**config.mk**
```make
export PLATFORM = sky130hd
export DESIGN_NAME = frequency_analyzer_sequencer_flat
export DESIGN_NICKNAME = d
export VERILOG_FILES = /design/src/rtl/frequency_analyzer_pkg.sv /design/src/rtl/frequency_analyzer_sequencer_if.sv /design/src/rtl/frequency_symbol_decider.sv /design/src/rtl/frequency_analyzer_sequencer.sv /design/src/flat_wrapper.sv
export SDC_FILE = /design/constraint.sdc
export NUM_CORES = 1
export LEC_CHECK = 0
export ABC_AREA = 1
export BUFFER_PORTS_ARGS = -buffer_cell sky130_fd_sc_hd__buf_2
export CORE_ASPECT_RATIO = 1.5
export CORE_UTILIZATION = 45
export DETAILED_ROUTE_END_ITERATION = 10
export GPL_ROUTABILITY_DRIVEN = 0
export PLACE_DENSITY = 0.72
export SKIP_CTS_REPAIR_TIMING = 1
export SKIP_LAST_GASP = 1
export SYNTH_ARGS = -nofsm -noshare
export SYNTH_HDL_FRONTEND = slang
export SYNTH_SLANG_ARGS = --single-unit
```
**constraint.sdc**
```tcl
create_clock -name clock -period 2 [get_ports clock]
set_input_delay 0.3 -clock clock [delete_from_list [all_inputs] [get_ports clock]]
set_output_delay 0.3 -clock clock [all_outputs]
set_load 0.005 [all_outputs]
```
**src/rtl/frequency_analyzer_pkg.sv**
```systemverilog
// frequency_analyzer_pkg: shared FSM encoding, symbol codes and counter width for the sequencer.
package frequency_analyzer_pkg;
    localparam int CNT_W = 32;
    localparam logic SYMBOL_F0 = 1'b0;
    localparam logic SYMBOL_F1 = 1'b1;
    typedef enum logic [2:0] {S_IDLE, S_CLEAR, S_MEASURE, S_FLUSH, S_SAMPLE} state_t;
endpackage

```
**src/rtl/frequency_analyzer_sequencer_if.sv**
```systemverilog
// frequency_analyzer_sequencer_if: valid/ready result bus from the sequencer to the symbol consumer.
interface frequency_analyzer_sequencer_if;
    import frequency_analyzer_pkg::*;
    logic result_valid;
    logic result_ready;
    logic result_symbol;
    logic result_undetermined;
    logic [CNT_W-1:0] result_f0;
    logic [CNT_W-1:0] result_f1;
    logic [CNT_W-1:0] result_unknown;
    modport master(
        output result_valid, result_symbol, result_undetermined, result_f0, result_f1, result_unknown,
        input result_ready
    );
    modport slave(
        input result_valid, result_symbol, result_undetermined, result_f0, result_f1, result_unknown,
        output result_ready
    );
endinterface

```
**src/rtl/frequency_symbol_decider.sv**
```systemverilog
// frequency_symbol_decider: picks the dominant FSK symbol from f0/f1 tick totals.
module frequency_symbol_decider
    import frequency_analyzer_pkg::*;
#(
    parameter logic [CNT_W-1:0] MIN_DOMINANT_TICKS = 1000
) (
    input  logic [CNT_W-1:0] f0,
    input  logic [CNT_W-1:0] f1,
    output logic             symbol,
    output logic             undetermined
);
    logic f0_dom;
    logic f1_dom;
    always_comb begin
        f1_dom = f1 > f0 && f1 >= MIN_DOMINANT_TICKS;
        f0_dom = f0 > f1 && f0 >= MIN_DOMINANT_TICKS;
        symbol = f1_dom ? SYMBOL_F1 : SYMBOL_F0;
        undetermined = !(f0_dom || f1_dom);
    end
endmodule

```
**src/rtl/frequency_analyzer_sequencer.sv**
```systemverilog
// frequency_analyzer_sequencer: runs fixed-length analyzer windows and emits one symbol result per window.
// Optional FREQUENCY_ANALYZER_SEQUENCER_STATS_EN adds window_count and dropped_count outputs.
module frequency_analyzer_sequencer
    import frequency_analyzer_pkg::*;
#(
    parameter logic [CNT_W-1:0] DEFAULT_WINDOW_TICKS = 5000,
    parameter logic [CNT_W-1:0] MIN_DOMINANT_TICKS   = 1000
) (
    input  logic             clock,
    input  logic             clear,
    input  logic             run,
    input  logic [CNT_W-1:0] window_ticks,
    input  logic [CNT_W-1:0] an_f0_value,
    input  logic [CNT_W-1:0] an_f1_value,
    input  logic [CNT_W-1:0] an_unknown,
    output logic             an_enable,
    output logic             an_clear,
    frequency_analyzer_sequencer_if.master result,
    output logic             overrun,
    output logic             busy
`ifdef FREQUENCY_ANALYZER_SEQUENCER_STATS_EN
    ,
    output logic [31:0]      window_count,
    output logic [15:0]      dropped_count
`endif
);
    state_t state;
    logic [CNT_W-1:0] count;
    logic symbol;
    logic undetermined;
    logic drop;
    frequency_symbol_decider #(.MIN_DOMINANT_TICKS(MIN_DOMINANT_TICKS)) u_decider (
        .f0(an_f0_value),
        .f1(an_f1_value),
        .symbol(symbol),
        .undetermined(undetermined)
    );
    // A held result that nobody takes this cycle blocks the new one.
    assign drop = result.result_valid && !result.result_ready;
    always_ff @(posedge clock or negedge clear) begin
        if (!clear) begin
            state <= S_IDLE;
            count <= '0;
            an_enable <= 1'b0;
            an_clear <= 1'b0;
            busy <= 1'b0;
            overrun <= 1'b0;
            result.result_valid <= 1'b0;
            result.result_symbol <= 1'b0;
            result.result_undetermined <= 1'b0;
            result.result_f0 <= '0;
            result.result_f1 <= '0;
            result.result_unknown <= '0;
`ifdef FREQUENCY_ANALYZER_SEQUENCER_STATS_EN
            window_count <= '0;
            dropped_count <= '0;
`endif
        end else begin
            if (result.result_valid && result.result_ready) result.result_valid <= 1'b0;
            case (state)
                S_IDLE: begin
                    if (!run) overrun <= 1'b0;
                    if (run) begin
                        state <= S_CLEAR;
                        busy <= 1'b1;
                    end
                end
                S_CLEAR: begin
                    count <= (window_ticks == '0 ? DEFAULT_WINDOW_TICKS : window_ticks) - CNT_W'(1);
                    state <= S_MEASURE;
                    an_clear <= 1'b1;
                    an_enable <= 1'b1;
                end
                S_MEASURE: begin
                    count <= count - CNT_W'(1);
                    if (!run) begin
                        state <= S_IDLE;
                        an_enable <= 1'b0;
                        an_clear <= 1'b0;
                        busy <= 1'b0;
                    end else if (count == '0) begin
                        state <= S_FLUSH;
                        an_enable <= 1'b0;
                    end
                end
                S_FLUSH: state <= S_SAMPLE;
                S_SAMPLE: begin
                    state <= run ? S_CLEAR : S_IDLE;
                    busy <= run;
                    an_clear <= 1'b0;
                    if (drop) begin
                        overrun <= 1'b1;
`ifdef FREQUENCY_ANALYZER_SEQUENCER_STATS_EN
                        if (dropped_count != 16'hffff) dropped_count <= dropped_count + 16'd1;
`endif
                    end else begin
                        result.result_valid <= 1'b1;
                        result.result_symbol <= symbol;
                        result.result_undetermined <= undetermined;
                        result.result_f0 <= an_f0_value;
                        result.result_f1 <= an_f1_value;
                        result.result_unknown <= an_unknown;
                    end
`ifdef FREQUENCY_ANALYZER_SEQUENCER_STATS_EN
                    window_count <= window_count + 32'd1;
`endif
                end
                default: state <= S_IDLE;
            endcase
        end
    end
endmodule

```
**src/flat_wrapper.sv**
```systemverilog
// flat-port wrapper written by rule: the top's interface ports become plain ports
module frequency_analyzer_sequencer_flat import frequency_analyzer_pkg::*;
#(
    parameter logic [CNT_W-1:0] DEFAULT_WINDOW_TICKS = 5000,
    parameter logic [CNT_W-1:0] MIN_DOMINANT_TICKS   = 1000
)
  (clock, clear, run, window_ticks, an_f0_value, an_f1_value, an_unknown, an_enable, an_clear, overrun, busy, result_result_valid, result_result_symbol, result_result_undetermined, result_result_f0, result_result_f1, result_result_unknown, result_result_ready);
  frequency_analyzer_sequencer_if result_i ();
  input  logic clock;
  input  logic clear;
  input  logic run;
  input  logic [CNT_W-1:0] window_ticks;
  input  logic [CNT_W-1:0] an_f0_value;
  input  logic [CNT_W-1:0] an_f1_value;
  input  logic [CNT_W-1:0] an_unknown;
  output logic an_enable;
  output logic an_clear;
  output logic overrun;
  output logic busy;
  output wire logic [$bits(result_i.result_valid)-1:0] result_result_valid;
  output wire logic [$bits(result_i.result_symbol)-1:0] result_result_symbol;
  output wire logic [$bits(result_i.result_undetermined)-1:0] result_result_undetermined;
  output wire logic [$bits(result_i.result_f0)-1:0] result_result_f0;
  output wire logic [$bits(result_i.result_f1)-1:0] result_result_f1;
  output wire logic [$bits(result_i.result_unknown)-1:0] result_result_unknown;
  input wire logic [$bits(result_i.result_ready)-1:0] result_result_ready;
  assign result_result_valid = result_i.result_valid;
  assign result_result_symbol = result_i.result_symbol;
  assign result_result_undetermined = result_i.result_undetermined;
  assign result_result_f0 = result_i.result_f0;
  assign result_result_f1 = result_i.result_f1;
  assign result_result_unknown = result_i.result_unknown;
  assign result_i.result_ready = result_result_ready;
  frequency_analyzer_sequencer #(.DEFAULT_WINDOW_TICKS(DEFAULT_WINDOW_TICKS), .MIN_DOMINANT_TICKS(MIN_DOMINANT_TICKS)) u_core (.clock(clock), .clear(clear), .run(run), .window_ticks(window_ticks), .an_f0_value(an_f0_value), .an_f1_value(an_f1_value), .an_unknown(an_unknown), .an_enable(an_enable), .an_clear(an_clear), .result(result_i), .overrun(overrun), .busy(busy));
endmodule
```
==> impl_metrics.toml <==
[status]
status = "finished with violations"
violations = "setup timing"

[route]
vias_per_cell = 5.07
num_vias = 7970
drtAntennaViolNets = 0
wl_per_cell_um = 15.9
first_iter_violations = 469
totalWireLength_um = 25000
drc = 0
drt-pass1-iter-count = 7

[power_and_ir_drop]
cellPowerDensity_nw_per_um2 = 1380
peakVddDrop_v = 0.00129
p_leak_nw = 5.92

[synthesis]
syn_avg_cell_area_sq_um = 7.49
synthAdderAreaFrac_pct = 5.25
ys_seq_elements = 138
ys_warn_count = 0
synth_compound_area_share_pct = 10.6
syn-cell-area_sq_um = 7860
synth_top_family_by_area = "simple AND/OR/NAND/NOR gates"
synth.mux.area_fraction_pct = 0
ys.flop_type = "dfrtp_1"
synth-xor-area-share_pct = 0.669
ys_seq_area_share_pct = 43.9
synth_edf_count = 0
postSynthCellCount = 1050
syn_nets = 1215
synthDistinctLibCells = 44
synth_simple_gate_area_share_pct = 30.5
synthArstFlopShare_pct = 100

[worst_setup_path]
crit_fanout = 6
startpoint_type = "flip-flop"
slowest_delay_ns = 0.40
critPathTopFamily = "simple AND/OR/NAND/NOR gates"
cp_slowest_cell = "dfrtp_1"
cp_data_arrival_time_ns = 2.45
worst_ep_required_time_ns = 2.30
path_buf_inv = 4
path_class = "reg -> reg"
rrSetupSlack_ns = -0.16
cp-end-kind = "flip-flop"
crit_top_cell = "nand2_1"
critical_path.cell_chain = "inv_4, buf_12, nand3_4, buf_6, nand2_2, nand2_2, nor2_4, inv_2, nor2_2, nand2_1, nor2_2, nand2_1, nand2_1, nand2_1, nand2_1, nand2_1"

[worst_hold_path]
hold_path_class = "in -> reg"

[sta]
worstMarginPinSlew_ns = 0.498
skew_ns = 0.00903
hold_slack_ns = 0.0790
maxSlewHeadroom_pct = 66.5
rsz0062_at_grt = "yes"
max_freq_ghz = 0.464
layout_min_cycle_time_ns = 2.16
setup_slack_ns = -0.156
finalCritPeriodShare_pct = 108
finalSetupViolations = 18
fin_tns_setup_ns = -1.22
hold_violations = 0
slew_violations = 0

[placement]
dp_hpwl_um = 18500
postPlaceCellArea_sq_um = 9680
portBuffers = 234
dpl.cell_count = 1521

[floorplanning]
initial_core_util_pct = 46.5
die_h_um = 164
ios = 235
fp.coreArea_sq_um = 16900
num_rows = 58
die_area_sq_um = 18000
fp.dieW_um = 110

[finish]
stdcell_area_sq_um = 10800
antennaDiodeCount = 0
fin_cells = 1573
area_growth_syn_to_layout_pct = 37.8
fillers = 1488
drive_gt1_share_pct = 33.4
fin_nets = 1515

[grt]
grt_pass1_wl_um = 36900
grt_pass1_vias = 7681
grt_overflow = 0
grt_max_degree = 92
grt_antenna_before_repair = 0
gr-usage-all-layers_pct = 27.2

[clock_tree]
root_buffer = "clkbuf_16"
clk_latency_ns = 0.42
htreeDepth = 4
clk_path_buf_depth = 2
cts_num_sinks = 138
tritoncts = "done"
cts_buffers = 17
clk_pin_slew_ns = 0.06

[run]
drv_cap = 0
[through the flow]
step           worst slack (ns)  total power, W  util, %
4_1_cts                  -0.158          0.0141     60.9
3_3_place_gp             -0.130          0.0106     57.3
3_5_place_dp             -0.127          0.0107     57.3
2_1_floorplan           0.00263         0.00812        -
5_1_grt                  -0.315          0.0160     64.0
6_report                 -0.156          0.0150     64.0
[worst min-delay path, stage by stage]
cell and delay [ns]:
buf_2 0.07, nand2_1 0.04, nand2_1 0.05
[cell usage in the layout (no fill, tap or decap), types with 5 or more instances in the layout]
cell type and n:
nor2_2 22, a21oi_1 16, nand2_1 347, buf_12 8, clkbuf_16 20, nor2_4 17, nor2_1 56, o21ai_1 21
buf_6 5, inv_2 17, nand4_1 24, nor4_1 9, inv_1 123, nand3_4 5, dfrtp_1 137, nand2_4 6
ha_1 32, buf_4 62, buf_2 233, nand3_1 36, o21ai_0 74, o21ai_2 14, nand2_2 16
[sequential cells by signal, indices dropped and copies added, names as in the netlist]
register and count:
u_core.an_enable 1, u_core.result.result_symbol 1, u_core.result.result_f0 32, u_core.count 32
u_core.state 3, u_core.result.result_unknown 32, u_core.an_clear 1, u_core.result.result_f1 32
u_core.result.result_undetermined 1, u_core.busy 1, u_core.result.result_valid 1, u_core.overrun 1
[layer usage]
layer | wire length (um) | share of wire [%] | global-route usage, %
met1 | 9200 | 37 | 28.0
met4 | 1140 | 4.5 | 14.2
met2 | 13200 | 53 | 49.5
met3 | 1480 | 5.9 | 6.83
met5 | 0 | 0 | 0
[Yosys cell counts, types with 4 or more instances]
library cell  instances  share of area (%)
a21oi_1              16                1.0
buf_2                 7               0.45
buf_6                 4               0.57
clkbuf_1             21                1.0
dfrtp_1             138                 44
ha_1                 33                5.3
inv_1               132                6.3
inv_2                11               0.53
nand2_1             355                 17
nand2_2              12               0.96
nand3_1              38                2.4
nand4_1              24                1.9
nor2_1               78                3.7
nor2_2               11               0.88
nor2_4                6               0.86
nor4_1               10               0.80
o21ai_0              77                4.9
o21ai_1              29                1.8
o21ai_2               5               0.56
xor2_1                4               0.45
[layout make-up]
type                            count  area, sq um  share of cell area, %
Inverter                          143          544                   5.03
Timing Repair Buffer              313         1960                   18.1
Multi-Input combinational cell    737         4000                   36.9
Sequential cell                   138         3450                   31.9
Tap cell                          210          263                   2.43
Clock buffer                       21          440                   4.07
Clock inverter                     11          170                   1.57
[path summary, 6_finish.rpt]
kind                                             from                                to  cells after the start
setup / recovery                      u_core.state[0]                  u_core.count[30]                     16
hold / removal                         an_unknown[28]  u_core.result.result_unknown[28]                      3
min in group asynchronous                       clear  u_core.result.result_unknown[31]                      2
max in group asynchronous                       clear  u_core.result.result_unknown[20]                      3
hold reg to reg            u_core.result.result_f0[6]        u_core.result.result_f0[6]                      2
setup reg to reg                      u_core.state[0]                  u_core.count[30]                     16
[where the power goes]
part | leakage (nW) | switching [W] | internal [W]
sequential | 1.74 | 0.000759 | 0.00406
combinational | 3.89 | 0.00396 | 0.00285
clock | 0.288 | 0.00123 | 0.00209
total | 5.92 | 0.00595 | 0.00900
[kinds of logic (layout without fill, tap and decap cells)]
family	count (synthesis)	after routing
AO/OA/AOI/OAI	145	145
flip-flops	138	138
adder cells (fa/ha/maj)	33	33
AND/OR/NAND/NOR	551	553
buffers and inverters	177	488
XOR/XNOR	6	6
Note: power is estimated with default switching activity, not from simulation.
